## src/rtl/kogge_sub16_pipe_if.sv

```systemverilog
// kogge_sub16_pipe_if: operand/result valid-ready bus for the pipelined subtractor.
// master drives operands and consumer ready; slave is the subtractor side.
interface kogge_sub16_pipe_if #(
    parameter int WIDTH = 16
) ();
    logic             in_valid;
    logic             in_ready;
    logic [WIDTH-1:0] A;
    logic [WIDTH-1:0] B;
    logic             Bin;
    logic             out_valid;
    logic             out_ready;
    logic [WIDTH-1:0] D;
    logic             Bout;
    logic             Z;
    logic             N;
    logic             V;

    modport master (
        output in_valid, A, B, Bin, out_ready,
        input  in_ready, out_valid, D, Bout, Z, N, V
    );

    modport slave (
        input  in_valid, A, B, Bin, out_ready,
        output in_ready, out_valid, D, Bout, Z, N, V
    );
endinterface

```

## src/rtl/kogge_sub16_pipe.sv

```systemverilog
// kogge_sub16_pipe: two-stage Kogge-Stone subtract-with-borrow (A + ~B + ~Bin) with
// valid/ready flow control; prefix levels are split across the stage-1 register.
module kogge_sub16_pipe #(
    parameter int WIDTH     = 16,
    parameter int S1_LEVELS = 2
) (
    input logic               clk,
    input logic               rst,
    kogge_sub16_pipe_if.slave bus
);
    localparam int LEVELS = $clog2(WIDTH);

    logic             adv1, adv2;
    logic [WIDTH-1:0] g0, p0, g_fin, c, dif, unused_p;
    logic             s1_valid_d, s1_valid_q, s1_cin_d, s1_cin_q;
    logic             s1_am_d, s1_am_q, s1_bm_d, s1_bm_q;
    logic [WIDTH-1:0] s1_g_d, s1_g_q, s1_p_d, s1_p_q, s1_pv_d, s1_pv_q;
    logic             s2_valid_d, s2_valid_q, bout_d, bout_q, z_d, z_q, n_d, n_q, v_d, v_q;
    logic [WIDTH-1:0] d_d, d_q;

    assign g0 = bus.A & ~bus.B;
    assign p0 = bus.A ^ ~bus.B;

    for (genvar k = 0; k < LEVELS; k++) begin : g_lvl
        localparam int DIST = 2 ** k;
        logic [WIDTH-1:0] g_in, p_in, g_out, p_out;
        // the carry-in is folded into column 0, so its group propagate is zero
        if (k == 0) begin : g_src
            assign g_in = {g0[WIDTH-1:1], g0[0] | (p0[0] & ~bus.Bin)};
            assign p_in = {p0[WIDTH-1:1], 1'b0};
        end else if (k == S1_LEVELS) begin : g_src
            assign g_in = s1_g_q;
            assign p_in = s1_p_q;
        end else begin : g_src
            assign g_in = g_lvl[k-1].g_out;
            assign p_in = g_lvl[k-1].p_out;
        end
        for (genvar i = 0; i < WIDTH; i++) begin : g_col
            if (i < DIST) begin : g_pass
                assign g_out[i] = g_in[i];
                assign p_out[i] = p_in[i];
            end else if (i < 2 * DIST) begin : g_gray
                assign g_out[i] = g_in[i] | (p_in[i] & g_in[i-DIST]);
                assign p_out[i] = 1'b0;
            end else begin : g_black
                assign g_out[i] = g_in[i] | (p_in[i] & g_in[i-DIST]);
                assign p_out[i] = p_in[i] & p_in[i-DIST];
            end
        end
    end

    assign g_fin    = g_lvl[LEVELS-1].g_out;
    assign unused_p = g_lvl[LEVELS-1].p_out;
    assign c        = {g_fin[WIDTH-2:0], s1_cin_q};
    assign dif      = s1_pv_q ^ c;

    always_comb begin
        adv2       = ~s2_valid_q | bus.out_ready;
        adv1       = ~s1_valid_q | adv2;
        s1_valid_d = adv1 ? bus.in_valid : s1_valid_q;
        s1_g_d     = adv1 ? g_lvl[S1_LEVELS-1].g_out : s1_g_q;
        s1_p_d     = adv1 ? g_lvl[S1_LEVELS-1].p_out : s1_p_q;
        s1_pv_d    = adv1 ? p0 : s1_pv_q;
        s1_cin_d   = adv1 ? ~bus.Bin : s1_cin_q;
        s1_am_d    = adv1 ? bus.A[WIDTH-1] : s1_am_q;
        s1_bm_d    = adv1 ? bus.B[WIDTH-1] : s1_bm_q;
        s2_valid_d = adv2 ? s1_valid_q : s2_valid_q;
        d_d        = adv2 ? dif : d_q;
        bout_d     = adv2 ? ~g_fin[WIDTH-1] : bout_q;
        z_d        = adv2 ? ~|dif : z_q;
        n_d        = adv2 ? dif[WIDTH-1] : n_q;
        v_d        = adv2 ? (s1_am_q ^ s1_bm_q) & (dif[WIDTH-1] ^ s1_am_q) : v_q;
    end

    always_ff @(posedge clk or posedge rst) begin
        if (rst) begin
            s1_valid_q <= 1'b0;
            s1_g_q     <= '0;
            s1_p_q     <= '0;
            s1_pv_q    <= '0;
            s1_cin_q   <= 1'b0;
            s1_am_q    <= 1'b0;
            s1_bm_q    <= 1'b0;
            s2_valid_q <= 1'b0;
            d_q        <= '0;
            bout_q     <= 1'b0;
            z_q        <= 1'b0;
            n_q        <= 1'b0;
            v_q        <= 1'b0;
        end else begin
            s1_valid_q <= s1_valid_d;
            s1_g_q     <= s1_g_d;
            s1_p_q     <= s1_p_d;
            s1_pv_q    <= s1_pv_d;
            s1_cin_q   <= s1_cin_d;
            s1_am_q    <= s1_am_d;
            s1_bm_q    <= s1_bm_d;
            s2_valid_q <= s2_valid_d;
            d_q        <= d_d;
            bout_q     <= bout_d;
            z_q        <= z_d;
            n_q        <= n_d;
            v_q        <= v_d;
        end
    end

    assign bus.in_ready  = adv1;
    assign bus.out_valid = s2_valid_q;
    assign bus.D         = d_q;
    assign bus.Bout      = bout_q;
    assign bus.Z         = z_q;
    assign bus.N         = n_q;
    assign bus.V         = v_q;
endmodule

```

## src/flat_wrapper.sv

```systemverilog
// flat-port wrapper written by rule: the top's interface ports become plain ports
module kogge_sub16_pipe_flat 
#(
    parameter int WIDTH     = 16,
    parameter int S1_LEVELS = 2
)
  (clk, rst, bus_in_valid, bus_A, bus_B, bus_Bin, bus_out_ready, bus_in_ready, bus_out_valid, bus_D, bus_Bout, bus_Z, bus_N, bus_V);
  kogge_sub16_pipe_if #(.WIDTH(WIDTH)) bus_i ();
  input logic clk;
  input logic rst;
  input wire logic [$bits(bus_i.in_valid)-1:0] bus_in_valid;
  input wire logic [$bits(bus_i.A)-1:0] bus_A;
  input wire logic [$bits(bus_i.B)-1:0] bus_B;
  input wire logic [$bits(bus_i.Bin)-1:0] bus_Bin;
  input wire logic [$bits(bus_i.out_ready)-1:0] bus_out_ready;
  output wire logic [$bits(bus_i.in_ready)-1:0] bus_in_ready;
  output wire logic [$bits(bus_i.out_valid)-1:0] bus_out_valid;
  output wire logic [$bits(bus_i.D)-1:0] bus_D;
  output wire logic [$bits(bus_i.Bout)-1:0] bus_Bout;
  output wire logic [$bits(bus_i.Z)-1:0] bus_Z;
  output wire logic [$bits(bus_i.N)-1:0] bus_N;
  output wire logic [$bits(bus_i.V)-1:0] bus_V;
  assign bus_i.in_valid = bus_in_valid;
  assign bus_i.A = bus_A;
  assign bus_i.B = bus_B;
  assign bus_i.Bin = bus_Bin;
  assign bus_i.out_ready = bus_out_ready;
  assign bus_in_ready = bus_i.in_ready;
  assign bus_out_valid = bus_i.out_valid;
  assign bus_D = bus_i.D;
  assign bus_Bout = bus_i.Bout;
  assign bus_Z = bus_i.Z;
  assign bus_N = bus_i.N;
  assign bus_V = bus_i.V;
  kogge_sub16_pipe #(.WIDTH(WIDTH), .S1_LEVELS(S1_LEVELS)) u_core (.clk(clk), .rst(rst), .bus(bus_i));
endmodule
```

## config.mk

```make
export PLATFORM = sky130hd
export DESIGN_NAME = kogge_sub16_pipe_flat
export DESIGN_NICKNAME = d
export VERILOG_FILES = /design/src/rtl/kogge_sub16_pipe_if.sv /design/src/rtl/kogge_sub16_pipe.sv /design/src/flat_wrapper.sv
export SDC_FILE = /design/constraint.sdc
export NUM_CORES = 1
export LEC_CHECK = 0
export BUFFER_PORTS_ARGS = -buffer_cell sky130_fd_sc_hd__clkbuf_2
export CAP_MARGIN = 20
export CORE_ASPECT_RATIO = 1.4
export CORE_MARGIN = 2
export CORE_UTILIZATION = 50
export DETAILED_ROUTE_END_ITERATION = 16
export PLACE_DENSITY = 0.84
export RECOVER_POWER = 25
export SYNTH_ARGS = -nofsm -noshare
export SYNTH_HDL_FRONTEND = slang
export SYNTH_SLANG_ARGS = --single-unit
```

## constraint.sdc

```tcl
create_clock -name clk -period 2.05 [get_ports clk]
set_input_delay 0.3075 -clock clk [delete_from_list [all_inputs] [get_ports clk]]
set_output_delay 0.3075 -clock clk [all_outputs]
set_load 0.02 [all_outputs]
```

# ---- Word level (Yosys, flattened, before mapping)
# Index checks and enable logic that the tools add are counted.
dict set report op_classes {
  muxes 0
  magnitude_cmp 0
  bitwise 147
  n_addsub 0
  n_reduce_logical 2
  shifts 0
  div_mod_pow 0
  n_eq_ne 0
  multipliers 0
}
# cell n
set op_table {}
lappend op_table {{bitwise AND 1 bit} 85}
lappend op_table {{OR 1 bit} 52}
lappend op_table {{bitwise XOR 16 bit} 2}
lappend op_table {{bitwise AND 16 bit} 1}
lappend op_table {{inverter 16 bit} 1}
lappend op_table {{OR reduction 16 bit} 1}
lappend op_table {{inverter 1 bit} 4}
lappend op_table {{bitwise XOR 1 bit} 2}
lappend op_table {{zero test 1 bit} 1}
dict set report word_totals {
  ramBits 0
  inputBits 37
  n_memories 0
  mem_bits_ro 0
  wordCells 162
  register_bits 69
  out_inout_bits 22
  latch_bits 0
}

# ---- Depth between registers and ports, before layout
dict set report depth {
  word_depth 8
  mapped_depth 7
  depth_no_buf 6
}

# ---- Least setup slack after synthesis
# Ideal clock, no wire load.
dict set report synth_path {
  kind {register -> output}
  from {register u_core.s2_valid_q, in the netlist u_core.bus.out_valid}
  to {output bus_in_ready}
  stages_incl_launch_ff 6
  n_path_buf 2
  setup_slack_ns 0.473
  t_arrival_ns 1.269
  required_ns 1.742
  path_cell_list {dfrtp_1 and2b_1 and2_1 buf_2 inv_4 buf_2}
}
dict set report synth_between {
  elab_chain_len 3
}
# element line_no
set synth_lines {}
lappend synth_lines {{from (decl)} kogge_sub16_pipe.sv:18} ;# logic s2_valid_d, s2_valid_q, bout_d, bout_q, z_d, z_q, n_d, n_q, v_d, v_q;
lappend synth_lines {{from (signal assigned)} kogge_sub16_pipe.sv:98} ;# s2_valid_q <= s2_valid_d;
lappend synth_lines {{inverter 1 bit} kogge_sub16_pipe.sv:58} ;# adv2 = ~s2_valid_q | bus.out_ready;
lappend synth_lines {{OR 1 bit} kogge_sub16_pipe.sv:58}
lappend synth_lines {{OR 1 bit} kogge_sub16_pipe.sv:59} ;# adv1 = ~s1_valid_q | adv2;
lappend synth_lines {{to (decl)} flat_wrapper.sv:16} ;# output wire logic [$bits(bus_i.in_ready)-1:0] bus_in_ready;
# Every way passes these cells.

# ---- Final worst setup path
# Same ends and word-level chain as after synthesis.

==> results.cfg <==
[run_status]
status = complete, but fails checks
violations = capacitance limit, slew limit

[critical_path]
start_kind = flip-flop
crit_start = u_core.bus.out_valid
crit_required_ns = 1.74
worstPathArrival_ns = 1.60
path_max_fanout = 29
rr_endpoint = u_core.bus.Z
reg2reg_depth = 5
endpoint = bus_in_ready
crit_type = flip-flop to output port
r2r-start = u_core.g_lvl[2].p_in[10]
r2r_slack_ns = 0.41
endpoint_kind = output port

[timing]
fin_crit_ns = 1.912
rsz0062_at_grt = false
period_share = 0.9329
setup_tns_ns = 0
fmax_mhz = 522.9
relSlewSlack = -0.08825
finalSetupViolations = 0
hold_viol = 0
worst_pin_slew_ns = 1.632
slew_violations = 69
skew_ns = 0.004212
worst_slack_ns = 0.1376

[global_routing]
track_usage = 0.2125
grt_use_met1 = 0.2792
busiest_layer = met2
grt_pass1_vias = 2616
overflow = 0
grt_max_degree = 69
grt_antenna_before_repair = 0
grt_first_pass_wirelength_mm = 12.39
grt_use_met2 = 0.3465
grtUsageMet3 = 0.03910

[place]
hpwl_mm = 5.313
gp_congestion = 0.8094
place_worst_setup_slack_ns = 0.4243
portBuffers = 58

[floorplanning]
core-area_um2 = 6656
die_w_um = 74.44
chipHeight_um = 102.6
num_rows = 35
dieArea_um2 = 7639
start_util = 0.5218
io_pins = 59

[routing]
vias = 2822
routed_wl_mm = 7.213
viasPerCell = 5.275
firstDrtPassIters = 4
postRouteAntennaNets = 0
wl_per_cell_um = 13.48
drt_iter0_drc = 156
drc = 0

[layout]
antennaDiodeCount = 0
num-fill-cells = 581
nNetsFinal = 492
drive_gt1_frac = 0.1896
area_delta_synth_final_pct = 15.71

[cts]
root_buffer = clkbuf_8
post_cts.repair.setup_buffers = 0
cts_sinks = 68
cts_max_level = 3
insertion_delay_ns = 0.35
cts_tree = yes
post_cts_resize_count = 0
clk_pin_slew_ns = 0.06
clockBufferDepth = 2
postCtsHoldBufs = 0
numCtsBuffers = 9

[yosys]
yosysTopAreaCell = dfrtp_1
synth_area_per_cell_um2 = 9.022
ys_top_cells_by_count = nand2_1 (92), dfrtp_1 (68), a21oi_1 (30), o21ai_0 (25), inv_1 (21)
ys_ff_latch = 68
netlist_instances = 385
ys_warn_count = 0
ys_types = 42
synth_top_flop_cell = dfrtp_1
ys_async_sr_fraction = 1.000
synth_top_area_frac = 0.4899
syn_nets = 438
ys_top_cells_by_area = dfrtp_1 (49%), nand2_1 (9.9%), ha_1 (5.8%), a21oi_1 (4.3%), a21o_1 (4.1%)
yosysMostFrequentCell = nand2_1
ys_seq_area_frac = 0.4899
synthesis.area_um2 = 3473
synth_edf_count = 0

[min_path]
holdCritPathClass = input pin to flip-flop

[power]
power.total_mw = 3.621
ir_drop_mv = 0.4016
cellPowerDensity_nw_per_um2 = 901.1
p_leak_nw = 2.054

[flow_run]
maxCapViolCount = 1
report_power, final:
| group | total (mW) | internal, mW | switching (mW) | leakage, nW |
|---|---|---|---|---|
| Clock | 1.03 | 0.563 | 0.469 | 0.0986 |
| Combinational | 0.884 | 0.343 | 0.541 | 1.12 |
| Sequential | 1.71 | 1.55 | 0.155 | 0.831 |
| Total | 3.62 | 2.46 | 1.17 | 2.05 |
cells in the final DEF, fill, tap and decap left out, types with 4 or more instances in the layout:
cell type / synthesis / final
nand2_1: 92 / 92
dfrtp_1: 68 / 68
clkbuf_2: 0 / 59
a21oi_1: 30 / 30
o21ai_0: 25 / 25
inv_1: 21 / 20
a21o_1: 19 / 19
nor2_1: 17 / 17
ha_1: 16 / 16
clkbuf_8: 0 / 13
nand4_1: 10 / 10
nand3_1: 6 / 6
o31ai_1: 6 / 6
xnor2_1: 5 / 5
o21a_1: 4 / 4
xor2_1: 4 / 4
worst max-delay path, stage by stage, from the launching register on:
cell and delay (ns):
dfrtp_1 0.39, and2b_1 0.17, and2_1 0.21, inv_4 0.25, clkbuf_2 0.23
registers in the layout (all words and copies together) (netlist names):
register and cells:
u_core.g_lvl.g_in 16, u_core.s1_pv_q 16, u_core.bus.D 15, u_core.g_lvl.p_in 12
u_core.bus.Bout 1, u_core.bus.N 1, u_core.bus.V 1, u_core.bus.Z 1
u_core.bus.out_valid 1, u_core.s1_am_q 1, u_core.s1_bm_q 1, u_core.s1_cin_q 1
u_core.s1_valid_q 1
through the flow:
step / area [um^2] / utilization / hold WS, ns / cells
after floorplan: 3473 / - / 0.3923 / 385
final: 4019 / 0.6038 / 0.1394 / 535
after detailed placement: 3846 / 0.5778 / 0.3909 / 520
after global placement: 3846 / 0.5778 / 0.3888 / 520
after global routing: 4019 / 0.6038 / 0.1425 / 535
after CTS: 4034 / 0.6060 / 0.01252 / 535
worst min path at each step:
stage	from	end	slack, ns	depth (start not counted)
2_1_floorplan	bus_Bin	u_core.s1_cin_q	0.39	1
4_1_cts	rst	u_core.s1_cin_q	0.01	3
6_report	bus_Bin	u_core.s1_cin_q	0.14	2
3_3_place_gp	rst	u_core.s1_pv_q[0]	0.39	3
3_5_place_dp	rst	u_core.s1_cin_q	0.39	3
5_1_grt	bus_in_valid	u_core.s1_valid_q	0.14	2
logic make-up (layout without fill, tap and decap cells):
group | count (synthesis) | after routing | synth area share
flops | 68 | 68 | 0.4899
compound gates | 107 | 107 | 0.1960
simple gates | 143 | 143 | 0.1819
buf+inv | 42 | 100 | 0.05188
fa+ha+maj | 16 | 16 | 0.05764
xor+xnor | 9 | 9 | 0.02269
area by class of cell:
| cell class | count | area [um^2] | area share |
|---|---|---|---|
| Timing Repair Buffer | 63 | 337.8 | 0.08406 |
| Clock inverter | 1 | 5.005 | 0.001245 |
| Tap cell | 92 | 115.1 | 0.02864 |
| Multi-Input combinational cell | 275 | 1592 | 0.3960 |
| Clock buffer | 14 | 182.7 | 0.04545 |
| Inverter | 22 | 85.08 | 0.02117 |
| Sequential cell | 68 | 1702 | 0.4234 |
layer usage:
layer,vias up,wire (um)
met5,-,0
met4,0,120
met3,11,314
met2,73,3636
met1,1319,3141
li1,1419,-
(Power assumes the default switching activity.)
